**src/rtl/ddr_burst_wr_ctrl.sv**
```systemverilog
// Drains buffered pixel words from the async FIFO read side into fixed-length
// DDR write bursts, tracking a wrapping frame offset and flagging frame completion.
//
// state  | meaning
// IDLE   | wait for a full burst in the FIFO; apply a latched frame_start
// ADDR   | present burst start address until accepted
// DATA   | stream BURST_LEN beats through the 2-entry skid buffer
// RESP   | accept the write response, advance/wrap the frame offset
module ddr_burst_wr_ctrl #(
    parameter int DATA_WIDTH  = 64,
    parameter int ADDR_WIDTH  = 28,
    parameter int LEVEL_WIDTH = 11,
    parameter int BURST_LEN   = 16,
    parameter int FRAME_BEATS = 196608,
    parameter int BASE_ADDR   = 0
) (
    input  logic                   clk,
    input  logic                   rst,
    output logic                   fifo_rd_en,
    input  logic [DATA_WIDTH-1:0]  fifo_rd_data,
    input  logic                   fifo_rd_empty,
    input  logic [LEVEL_WIDTH-1:0] fifo_rd_water_level,
    input  logic                   frame_start,
    output logic [ADDR_WIDTH-1:0]  m_awaddr,
    output logic [7:0]             m_awlen,
    output logic                   m_awvalid,
    input  logic                   m_awready,
    output logic [DATA_WIDTH-1:0]  m_wdata,
    output logic                   m_wvalid,
    input  logic                   m_wready,
    output logic                   m_wlast,
    input  logic                   m_bvalid,
    output logic                   m_bready,
    output logic                   busy,
    output logic                   frame_done
);

    typedef enum logic [1:0] {S_IDLE, S_ADDR, S_DATA, S_RESP} state_t;

    localparam logic [ADDR_WIDTH-1:0]  BEAT_BYTES = ADDR_WIDTH'(DATA_WIDTH / 8);
    localparam logic [ADDR_WIDTH-1:0]  BURST_ADV  = ADDR_WIDTH'(BURST_LEN);
    localparam logic [ADDR_WIDTH-1:0]  FRAME_END  = ADDR_WIDTH'(FRAME_BEATS);
    localparam logic [ADDR_WIDTH-1:0]  BASE       = ADDR_WIDTH'(BASE_ADDR);
    localparam logic [8:0]             BL9        = 9'(BURST_LEN);
    localparam logic [LEVEL_WIDTH-1:0] BL_LEVEL   = LEVEL_WIDTH'(BURST_LEN);

    state_t                  state_q, state_d;
    logic [ADDR_WIDTH-1:0]   beat_offset_q, beat_offset_d;
    logic                    fs_pend_q, fs_pend_d;
    logic                    frame_done_q, frame_done_d;
    logic [8:0]              reads_q, reads_d;
    logic [8:0]              sent_q, sent_d;
    logic                    inflight_q;
    logic [1:0]              occ_q;
    logic [DATA_WIDTH-1:0]   buf0_q, buf1_q;
    logic                    push, pop, rd_en;

    assign m_wvalid = (occ_q != 2'd0);
    assign m_wdata  = buf0_q;
    assign m_wlast  = m_wvalid && (sent_q == BL9 - 9'd1);
    assign pop      = m_wvalid && m_wready;
    assign push     = inflight_q;

    // A beat leaving this cycle frees its slot, which keeps reads back-to-back
    // and sustains one beat per cycle while m_wready stays high.
    assign rd_en = (state_q == S_DATA)
                && ((3'(occ_q) + 3'(inflight_q) - 3'(pop)) < 3'd2)
                && (reads_q < BL9)
                && !fifo_rd_empty;

    assign fifo_rd_en = rd_en;
    assign m_awaddr   = BASE + beat_offset_q * BEAT_BYTES;
    assign m_awlen    = 8'(BURST_LEN - 1);
    assign busy       = (state_q != S_IDLE);
    assign frame_done = frame_done_q;

    always_comb begin
        state_d       = state_q;
        beat_offset_d = beat_offset_q;
        fs_pend_d     = fs_pend_q | frame_start;
        frame_done_d  = 1'b0;
        reads_d       = reads_q + {8'd0, rd_en};
        sent_d        = sent_q + {8'd0, pop};
        m_awvalid     = 1'b0;
        m_bready      = 1'b0;
        case (state_q)
            S_IDLE: begin
                if (fs_pend_q) begin
                    beat_offset_d = '0;
                    fs_pend_d     = frame_start;
                end else if (fifo_rd_water_level >= BL_LEVEL && !fifo_rd_empty) begin
                    state_d = S_ADDR;
                end
            end
            S_ADDR: begin
                m_awvalid = 1'b1;
                if (m_awready) begin
                    state_d = S_DATA;
                    reads_d = '0;
                    sent_d  = '0;
                end
            end
            S_DATA: begin
                if (pop && m_wlast) state_d = S_RESP;
            end
            S_RESP: begin
                m_bready = 1'b1;
                if (m_bvalid) begin
                    state_d = S_IDLE;
                    if (beat_offset_q + BURST_ADV == FRAME_END) begin
                        beat_offset_d = '0;
                        frame_done_d  = 1'b1;
                    end else begin
                        beat_offset_d = beat_offset_q + BURST_ADV;
                    end
                end
            end
            default: state_d = S_IDLE;
        endcase
    end

    always_ff @(posedge clk) begin
        if (rst) begin
            state_q       <= S_IDLE;
            beat_offset_q <= '0;
            fs_pend_q     <= 1'b0;
            frame_done_q  <= 1'b0;
            reads_q       <= '0;
            sent_q        <= '0;
            inflight_q    <= 1'b0;
            occ_q         <= 2'd0;
            buf0_q        <= '0;
            buf1_q        <= '0;
        end else begin
            state_q       <= state_d;
            beat_offset_q <= beat_offset_d;
            fs_pend_q     <= fs_pend_d;
            frame_done_q  <= frame_done_d;
            reads_q       <= reads_d;
            sent_q        <= sent_d;
            inflight_q    <= rd_en;
            // Head entry always drives m_wdata; entry 1 only fills behind it.
            case ({push, pop})
                2'b10: begin
                    if (occ_q == 2'd0) buf0_q <= fifo_rd_data;
                    else               buf1_q <= fifo_rd_data;
                    occ_q <= occ_q + 2'd1;
                end
                2'b01: begin
                    buf0_q <= buf1_q;
                    occ_q  <= occ_q - 2'd1;
                end
                2'b11: begin
                    if (occ_q == 2'd1) begin
                        buf0_q <= fifo_rd_data;
                    end else begin
                        buf0_q <= buf1_q;
                        buf1_q <= fifo_rd_data;
                    end
                end
                default: ;
            endcase
        end
    end

endmodule

```
**config.mk**
```make
export PLATFORM = sky130hd
export DESIGN_NAME = ddr_burst_wr_ctrl
export DESIGN_NICKNAME = d
export VERILOG_FILES = /design/src/rtl/ddr_burst_wr_ctrl.sv
export SDC_FILE = /design/constraint.sdc
export NUM_CORES = 1
export LEC_CHECK = 0
export ABC_AREA = 1
export BUFFER_PORTS_ARGS = -buffer_cell sky130_fd_sc_hd__clkbuf_2
export CORE_ASPECT_RATIO = 0.9
export CORE_MARGIN = 3
export CORE_UTILIZATION = 50
export DETAILED_ROUTE_END_ITERATION = 8
export PLACE_DENSITY = 0.74
export SETUP_SLACK_MARGIN = 0.05
export SYNTH_ARGS = -nofsm -noshare
export SYNTH_HDL_FRONTEND = slang
export SYNTH_SLANG_ARGS = --single-unit
```
**constraint.sdc**
```tcl
create_clock -name clk -period 3.64 [get_ports clk]
set_input_delay 0.728 -clock clk [delete_from_list [all_inputs] [get_ports clk]]
set_output_delay 0.728 -clock clk [all_outputs]
set_load 0.03 [all_outputs]
```
==> results of run 1 <==
==> state kept, by name (all words and copies together) (netlist names) <==
| name | count |
|---|---|
| m_wdata | 64 |
| buf1_q | 64 |
| beat_offset_q | 24 |
| reads_q | 9 |
| frame_done | 1 |
| fs_pend_q | 1 |
| occ_q | 2 |
| sent_q | 9 |
| state_q | 2 |
| inflight_q | 1 |
==> placed cells by master, fill, tap and decap left out, drive strengths merged <==
master and instances:
conb 15, nor3 14, nand3 105, buf 14, nor4 1, xor2 6, xnor2 2, nand2 210
nand3b 2, nor2 250, nand4 9, dfxtp 177, nor3b 3, fa 1, a21oi 37, clkbuf 187
bufinv 5, ha 14, o21ai 137, clkinv 3, inv 68, mux2i 64, o31a 1, o21bai 9
==> stage by stage <==
stage                     hold WS (ns)  setup slack, ns  instance area, um^2  total power [mW]
after global placement           0.448            0.329                 9550              4.87
after CTS                        0.470            0.127                10200              6.98
after global routing             0.494           0.0751                10200              7.32
after floorplan                  0.439            0.107                 8810              4.25
final                            0.466            0.244                10200              6.94
after detailed placement         0.460            0.204                 9550              4.92
==> cell type report <==
| class | count | area [um^2] | area share, % |
|---|---|---|---|
| flip-flops and latches | 177 | 3540 | 34.6 |
| repair buffers | 182 | 1010 | 9.86 |
| clock buffers | 19 | 443 | 4.33 |
| well taps | 235 | 294 | 2.87 |
| clock inverters | 13 | 223 | 2.18 |
| inverters | 63 | 236 | 2.31 |
| multi-input cells | 880 | 4480 | 43.8 |
==> kinds of logic after synthesis <==
family | after synthesis
other | 2
AO/OA/AOI/OAI | 184
adder cells (fa/ha/maj) | 15
flip-flops | 177
buffers and inverters | 169
AND/OR/NAND/NOR | 594
XOR/XNOR | 8
multiplexers | 64
==> per-layer routing <==
layer	vias up	part of all wire, %
li1	4120	-
met1	3663	46
met2	263	47
met3	22	6.2
met4	0	1.3
met5	-	0
==> power breakdown <==
group          internal, mW  total, mW  leakage [nW]  switching, mW
clock                  1.26       2.06         0.325          0.806
combinational         0.884       2.45          3.11           1.56
sequential             2.25       2.43          1.43          0.177
==> worst max path at each step <==
stage                                        to  slack (ns)  cells after the start             startpoint
after floorplan           reads_q[8]$_SDFF_PP0_        0.11                     18  occ_q[1]$_SDFFE_PP0P_
after global placement    reads_q[8]$_SDFF_PP0_        0.33                     17               m_wready
after detailed placement  reads_q[8]$_SDFF_PP0_        0.20                     18  occ_q[1]$_SDFFE_PP0P_
after CTS                            fifo_rd_en        0.13                     10  occ_q[1]$_SDFFE_PP0P_
after global routing                 fifo_rd_en        0.08                     11  occ_q[1]$_SDFFE_PP0P_
final                                fifo_rd_en        0.24                     11  occ_q[1]$_SDFFE_PP0P_
==> what timing repair did <==
action / in CTS / in global routing
endpoints found under the setup margin: 0 / 3
resized for setup: 0 / 5
hold endpoints to repair: 0 / 0
setup buffers: 0 / 0
==> worst min-delay path, delay by kind of cell, from the launching register on <==
kind / cells / cell delay, ns
simple gates: 1 / 0.06
compound gates: 1 / 0.05
flops: 1 / 0.31
==> summary.md, run 1 <==
| Metric | Value |
|---|---|
| Status | completed |
| Post-DP HPWL | 13900 um |
| Clk sinks | 177 |
| Largest net degree at the start of global routing | 93 |
| Met1 usage | 28.9% |
| Final net count | 1418 |
| EDFF count, synth | 0 |
| Final Hold Viols | 0 |
| Synthesized flop and latch total | 177 |
| Largest cells by area after synthesis | dfxtp_1, nor2_1, nand2_1 |
| DR DRC count | 0 |
| CP bufs+invs | 4 |
| Diodes inserted | 0 |
| Top-count cell post-synth | nor2_1 |
| Slew margin rel. | 28.4% |
| Core Box Area | 0.0170 mm^2 |
| GR Util met3 | 4.34% |
| Row cnt | 45 |
| Critical path, cell by cell | inv_1 -> ha_2 -> inv_2 -> nand2_2 -> inv_1 -> nor2_1 -> o21ai_0 -> fa_1 -> nand4_1 -> nor3_2 -> clkbuf_2 |
| Die Y | 132 um |
| R2R Path End | reads_q[8]$_SDFF_PP0_ |
| Area grow syn2layout | 16.8% |
| Clk_skew | 0.0108 ns |
| Final setup violation count | 0 |
| Compound-Gate Fraction of Synth Area | 10.8% |
| Period utilisation layout | 93.3% |
| Die area | 0.0191 mm^2 |
| Share of layout cells above drive strength 1 | 19.0% |
| Critical Path Sink Type | output port |
| Synthesis Warnings | 0 |
| Start point of the worst hold path | reads_q[5]$_SDFF_PP0_ |
| Antenna violations before repair | 0 |
| Worst slew pin tran | 1.07 ns |
| Syn Area/Cell | 7.22 um^2 |
| Via density | 5.14 |
| Post-Syn Area | 0.00876 mm^2 |
| Crit path largest cell delay | 0.50 ns |
| Post-Route WL | 21700 um |
| Port bufs | 169 |
| Slowest library cell on the worst path | fa_1 |
| Synth unique cells | 33 |
| Initial Util | 51.5% |
| Layout Cells excl Fill | 1569 |
| GR Overflow Total | 0 |
| Fin util | 60.2% |
| Drt pass-1 iters | 5 |
| Via count | 8068 |
| Crit path max-delay family | adder cells |
| IO Count | 189 |
| Placed Cells | 1537 |
| Mux contribution to synthesized area | 7.32% |
| Most used cell, CP | inv_1 |
| Hold buffer count at CTS | 0 |
| Final ANT Viol Nets | 0 |
| GPL Wtd Cong | 0.868 |
| Xor/xnor share of the synthesized area | 0.800% |
| Cts bufs inserted | 17 |
| Startpoint Class | flip-flop |
| Fin. max-slew vios | 0 |
| Clock slew at reported path FFs | 0.07 ns |
| Worst Hold Path EP | reads_q[5]$_SDFF_PP0_ |
| Largest family of logic cells by synthesized area | simple AND/OR/NAND/NOR gates |
| CTS tree | yes |
| Total of max-cap violations | 0 |
| Synthesized instance count | 1213 |
| Layout fillers | 1617 |
| CP required | 2.91 ns |
| Pwr/cell area | 678 mW/mm^2 |
| Synth Area in Adders | 2.23% |
| GR Util All Layers | 22.1% |
| Gr busiest metal | met2 |
| R2R setup slack | 0.44 ns |
| Worst R2R Path Depth | 19 |
| Die X | 146 um |
| Top cells by count, synth | nor2_1, nand2_1, dfxtp_1, nand3_1, o21ai_0 |
| Post-layout minimum cycle time | 3.40 ns |
| Peak VDD IR | 0.413 mV |
| Lkg Pwr | 4.87 nW |
| WL per Instance | 13.9 um |
| Primary FF master, synth | dfxtp_1 |
| Worst-path fanout max | 5 |
| Synth area leader | dfxtp_1 |
| Clk buf depth | 2 |
| Top-area cell type share of the netlist area | 40.5% |
| Post-Synth Simple-Gate Area | 28.9% |
| RSZ-0062 raised after global routing | false |
| Peak Freq | 0.294 GHz |
| Iter 0 DRT Violations | 639 |
| Worst flop-to-flop path startpoint | occ_q[1]$_SDFFE_PP0P_ |
| First-pass GRT wire length | 35600 um |
| Clock Latency Late Sink | 0.42 ns |
| Hold Path Stages | 2 |
| Worst EP arrival | 2.67 ns |
| Vias in the first global route | 7439 |
| Asr flop ratio synth | 0% |
| H-tree depth | 4 |
| Critical path class | reg -> out |
| Met2 Resource Use GR | 37.2% |
| Sequential area share after synthesis | 40.5% |
| Hold Crit Class | reg -> reg |
| Root Driver | clkbuf_16 |
| Setup_tns | 0 ns |
Note: power is estimated with default switching activity, not from simulation.
==> inputs of run 2 (changes only) <==
==> constraint.sdc (replaced) <==
create_clock -name clk -period 4.3 [get_ports clk]
set_input_delay 0.86 -clock clk [delete_from_list [all_inputs] [get_ports clk]]
set_output_delay 0.86 -clock clk [all_outputs]
set_load 0.03 [all_outputs]
==> run 2 against run 1 <==
  * Power is 18% lower
  * Global-route usage is 0.42 points higher
  * Clock power is 20% lower
  * Clock skew is 0.0017 ns lower
  * First-iteration DRC count is 7.2% higher
  * Combinational power is 18% lower
  * Worst hold slack better by 0.0075 ns
  * Critical path depth is 1 lower
  * Wire length is 0.58% higher
  * Via count hardly changed
  * Critical endpoint unchanged
  * Largest cell class unchanged
==> summary.md, run 2 (same netlist as run 1, synthesis figures left out) <==
| Metric | Value |
|---|---|
| Status | completed |
| Worst-path fanout max | 5 |
| First-pass GRT wire length | 36400 um |
| Clk_skew | 0.00907 ns |
| Die Y | 132 um |
| Post-layout minimum cycle time | 3.70 ns |
| Final ANT Viol Nets | 0 |
| Most common cell after layout, fill and taps aside | nor2_1 |
| Row cnt | 45 |
| Total of max-cap violations | 0 |
| Area grow syn2layout | 15.3% |
| Final net count | 1415 |
| Drt pass-1 iters | 5 |
| Core Box Area | 0.0170 mm^2 |
| Total setup buffers inserted after CTS | 0 |
| Clock Latency Late Sink | 0.43 ns |
| Post_cts resized | 0 |
| CP required | 3.44 ns |
| Critical Path Sink Type | output port |
| CP bufs+invs | 3 |
| Iter 0 DRT Violations | 685 |
| Setup_tns | 0 ns |
| H-tree depth | 4 |
| Gr busiest metal | met2 |
| Post-Route WL | 21900 um |
| Worst slew pin tran | 0.830 ns |
| Root Driver | clkbuf_16 |
| Largest net degree at the start of global routing | 72 |
| Final setup violation count | 0 |
| Share of layout cells above drive strength 1 | 18.4% |
| GR Util All Layers | 22.5% |
| Vias in the first global route | 7458 |
| Startpoint Class | flip-flop |
| Die X | 146 um |
| Pwr/cell area | 564 mW/mm^2 |
| Die area | 0.0191 mm^2 |
| Critical path class | reg -> out |
| Diodes inserted | 0 |
| Antenna violations before repair | 0 |
| Port bufs | 169 |
| Fin util | 59.4% |
| Commonest non-fill, non-tap cells in the layout | nor2_1, nand2_1, dfxtp_1 |
| GR Overflow Total | 0 |
| Clock slew at reported path FFs | 0.07 ns |
| Via density | 5.16 |
| Cts bufs inserted | 17 |
| GPL Wtd Cong | 0.914 |
| Hold buffer count at CTS | 0 |
| Slowest library cell on the worst path | fa_1 |
| Fin. max-slew vios | 0 |
| Final Hold Viols | 0 |
| DR DRC count | 0 |
| Worst EP arrival | 2.84 ns |
| Peak VDD IR | 0.332 mV |
| Crit path largest cell delay | 0.50 ns |
| Met1 usage | 29.6% |
| Via count | 8076 |
| Layout fillers | 1646 |
| RSZ-0062 raised after global routing | false |
| IO Count | 189 |
| Lkg Pwr | 4.81 nW |
| Post-DP HPWL | 13600 um |
| Clk sinks | 177 |
| Peak Freq | 0.270 GHz |
| Initial Util | 51.5% |
| GR Util met3 | 5.41% |
| Period utilisation layout | 86.1% |
| Met2 Resource Use GR | 36.8% |
| Crit path max-delay family | adder cells |
| Critical path, cell by cell | inv_1 -> ha_1 -> inv_2 -> nand2_2 -> nor2_1 -> o21ai_0 -> fa_1 -> nand4_1 -> nor3_1 -> clkbuf_2 |
| WL per Instance | 14.0 um |
| Slew margin rel. | 44.7% |
| Hold Crit Class | reg -> reg |
| Clk buf depth | 2 |
| CTS tree | yes |
[run 2: changes by cell type in the layout (fill, tap and decap cells not counted), sizes merged]
cell,before,now
inv,68,71
clkinvlp,0,1
bufinv,5,3
buf,14,11
clkbuf,187,186
clkinv,3,2
[run 2: where the power goes]
part / internal, mW / switching, mW / total [mW] / leakage [nW]
clock network: 0.939 / 0.707 / 1.65 / 0.302
registers: 1.91 / 0.142 / 2.05 / 1.43
logic: 0.686 / 1.31 / 2.00 / 3.08
[run 2: layout make-up]
cell class	count	area [um^2]	share of cell area, %
timing repair buffer	179	936	9.27
tap	235	294	2.91
clock inverter	14	193	1.91
sequential	177	3540	35.1
clock buffer	18	429	4.25
inverter	63	236	2.34
multi-input combinational	880	4460	44.2
[run 2: path summary, 6_finish.rpt]
path / from / end / slack (ns) / cells after the start
max: occ_q[1]$_SDFFE_PP0P_ / fifo_rd_en / 0.60 / 10
min: reads_q[5]$_SDFF_PP0_ / reads_q[5]$_SDFF_PP0_ / 0.47 / 2
max reg2reg: occ_q[1]$_SDFFE_PP0P_ / reads_q[8]$_SDFF_PP0_ / 0.78 / 18
min reg2reg: reads_q[5]$_SDFF_PP0_ / reads_q[5]$_SDFF_PP0_ / 0.47 / 2
[run 2: worst register-to-register path: stages (launching register included)]
cell	delay, ns
dfxtp_1	0.40
inv_1	0.10
ha_1	0.28
inv_2	0.09
nand2_2	0.08
nor2_1	0.17
o21ai_0	0.14
fa_1	0.50
nand4_1	0.13
nor3_1	0.26
ha_1	0.22
ha_1	0.17
inv_1	0.06
nor3_1	0.25
nand2_1	0.08
nor2_1	0.16
nand3_1	0.11
xor2_1	0.14
nor2_1	0.05
[run 2: per-stage QoR]
step	hold slack (ns)	total power, mW	instance area, um^2	setup WS, ns	std cells
2_1_floorplan	0.439	3.59	8810	0.458	1226
3_3_place_gp	0.455	4.05	9470	0.723	1534
3_5_place_dp	0.459	4.09	9470	0.647	1534
4_1_cts	0.472	5.74	10100	0.545	1566
5_1_grt	0.501	6.02	10100	0.313	1566
6_report	0.474	5.69	10100	0.598	1566
[run 2: layer usage]
layer | share of wire (%) | vias up
met3 | 7.0 | 37
met2 | 46 | 281
li1 | - | 4120
met1 | 45 | 3638
met5 | 0 | -
met4 | 2.0 | 0
==> inputs of run 3 (changes only) <==
--- a/config.mk
+++ b/config.mk
@@ -11,7 +11,9 @@
 export CORE_MARGIN = 3
 export CORE_UTILIZATION = 50
 export DETAILED_ROUTE_END_ITERATION = 8
-export PLACE_DENSITY = 0.74
+export MAX_ROUTING_LAYER = met4
+export PLACE_DENSITY = 0.77
+export REMOVE_ABC_BUFFERS = 1
 export SETUP_SLACK_MARGIN = 0.05
 export SYNTH_ARGS = -nofsm -noshare
 export SYNTH_HDL_FRONTEND = slang
==> constraint.sdc (replaced) <==
create_clock -name clk -period 3.4 [get_ports clk]
set_input_delay 0.68 -clock clk [delete_from_list [all_inputs] [get_ports clk]]
set_output_delay 0.68 -clock clk [all_outputs]
set_load 0.03 [all_outputs]
==> run 3 against run 2 <==
  * Critical path depth grew 1
  * Core utilization grew 0.77 points
  * Cell area grew 1.3%
  * Power grew 28%
==> summary.md, run 3 (same netlist as run 1, synthesis figures left out) <==
| Metric | Value |
|---|---|
| First-pass GRT wire length | 35300 um |
| Power, Total | 7.30 mW |
| Clock Latency Late Sink | 0.43 ns |
| GR Overflow Total | 0 |
| Largest net degree at the start of global routing | 66 |
| Antenna violations before repair | 1 |
| Vias in the first global route | 7135 |
| DR DRC count | 0 |
| Most common cell after layout, fill and taps aside | nor2_1 |
| Pre-CTS setup slack | 0.0266 ns |
| Die X | 146 um |
| RSZ-0062 raised after global routing | false |
| Startpoint Class | flip-flop |
| Slew margin rel. | 49.7% |
| Drt pass-1 iters | 5 |
| Clk_skew | 0.00975 ns |
| GPL Wtd Cong | 0.880 |
| Sw frac | 37.8% |
| Fin. max-slew vios | 0 |
| Critical path, cell by cell | inv_1 -> ha_2 -> inv_2 -> nand2_4 -> inv_1 -> nor2_1 -> o21ai_0 -> fa_1 -> nand4_1 -> nor3_2 -> buf_4 |
| Most used cell, CP | inv_1 |
| Top Layer Used | met4 |
| Fin Hold WS | 0.476 ns |
| Period utilisation layout | 93.2% |
| Core Box Area | 0.0170 mm^2 |
| Area grow syn2layout | 16.8% |
| Final setup violation count | 0 |
| Cts bufs inserted | 17 |
| Die area | 0.0191 mm^2 |
| Critical Path Sink Type | output port |
| Hold buffer count at CTS | 0 |
| Port bufs | 169 |
| Total of max-cap violations | 0 |
| Peak VDD IR | 0.466 mV |
| Final ANT Viol Nets | 0 |
| Post-layout minimum cycle time | 3.17 ns |
| Clk sinks | 177 |
| CP required | 2.72 ns |
| Slowest library cell on the worst path | fa_1 |
| Root Driver | clkbuf_16 |
| Crit path largest cell delay | 0.50 ns |
| Routed wl met3 | 1770 um |
| Status | completed |
| Worst EP arrival | 2.49 ns |
| Pwr/cell area | 714 mW/mm^2 |
| Commonest non-fill, non-tap cells in the layout | nor2_1, nand2_1, dfxtp_1 |
| Power Internal | 4.54 mW |
| Metal-1 WL | 9760 um |
| Worst-path fanout max | 5 |
| Row cnt | 45 |
| Worst slew pin tran | 0.754 ns |
| Post-DP HPWL | 14200 um |
| Sequential cell area | 0.00355 mm^2 |
| WL per Instance | 13.8 um |
| Combinational share of power | 35.6% |
| Via count | 8100 |
| Clk buf depth | 2 |
| Share of layout cells above drive strength 1 | 19.7% |
| Net switching power | 2.76 mW |
| Layout fillers | 1549 |
| IO Count | 189 |
| Hold Crit Class | in -> reg |
| Clock power share | 28.8% |
| Worst Setup Slack, final | 0.230 ns |
| Via density | 5.14 |
| R2R setup slack | 0.25 ns |
| Initial Util | 51.5% |
| Met2 wire length | 10100 um |
| Sequential power share | 35.7% |
| Lkg Pwr | 4.88 nW |
| H-tree depth | 4 |
| CTS tree | yes |
| Final net count | 1424 |
| Final Hold Viols | 0 |
| GR Util All Layers | 22.6% |
| Post-Route WL | 21800 um |
| Clock slew at reported path FFs | 0.07 ns |
| Peak Freq | 0.315 GHz |
| Die Y | 132 um |
| Critical path class | reg -> out |
| Area occupied by multi-input gates | 0.00449 mm^2 |
| Iter 0 DRT Violations | 510 |
## run 3: cell types whose count changed in the layout (fill, tap and decap cells not counted), moves of 2 or more
cell / before / now
ha_2: 1 / 3
ha_1: 13 / 11
buf_4: 10 / 19
nor3_2: 1 / 3
nor3_1: 13 / 11
dfxtp_1: 177 / 175
nor2_1: 238 / 236
inv_6: 5 / 2
inv_8: 3 / 5
## run 3: worst paths after layout
path	startpoint	to	depth (start not counted)
worst min-delay path	frame_start	fs_pend_q$_SDFF_PP0_	3
worst max register to register	occ_q[1]$_SDFFE_PP0P_	reads_q[8]$_SDFF_PP0_	19
worst max-delay path	occ_q[1]$_SDFFE_PP0P_	fifo_rd_en	11
worst min register to register	reads_q[5]$_SDFF_PP0_	reads_q[5]$_SDFF_PP0_	2
## run 3: through the flow
step,utilization [%],instance area (um^2),TNS [ns],std cells
after floorplan,-,8220,-301.45,1120
after global placement,56.1,9530,0,1540
after detailed placement,56.1,9530,0,1540
after CTS,59.8,10200,0,1572
after global routing,60.1,10200,0,1576
final,60.1,10200,0,1576
## run 3: layout make-up
class / instances / area share [%]
Sequential cell: 177 / 34.7
Clock buffer: 18 / 4.29
Timing Repair Buffer: 188 / 9.96
Multi-Input combinational cell: 880 / 43.9
Tap cell: 235 / 2.87
Inverter: 63 / 2.31
Antenna cell: 1 / 0.0245
Clock inverter: 14 / 1.90
## run 3: per-layer routing
metal,vias to the layer above,track usage (%)
li1,4145,-
met1,3648,30.0
met2,293,35.2
met3,14,5.41
met4,0,5.17
met5,-,-
## run 3: critical path: cells and delay by family (launching register included)
family / cells / cell delay, ns
buffers and inverters: 4 / 0.41
AOI/OAI and AO/OA: 1 / 0.10
and+or+nand+nor: 4 / 0.53
DFF: 1 / 0.34
adders and majority gates: 2 / 0.70
## run 3: power by group through the flow
stage                     sequential [mW]  combinational (mW)  clock [mW]
after floorplan                      2.96                1.55           0
after global placement               2.63                2.53           0
after detailed placement             2.64                2.56           0
after CTS                            2.59                2.59        2.14
after global routing                 2.64                2.84        2.23
final                                2.60                2.60        2.10
## run 3: what timing repair did
item                       in CTS  in global routing
buffers inserted                0                  3
pin swaps                       0                  4
resized for setup               2                 12
setup endpoints to repair       2                  5
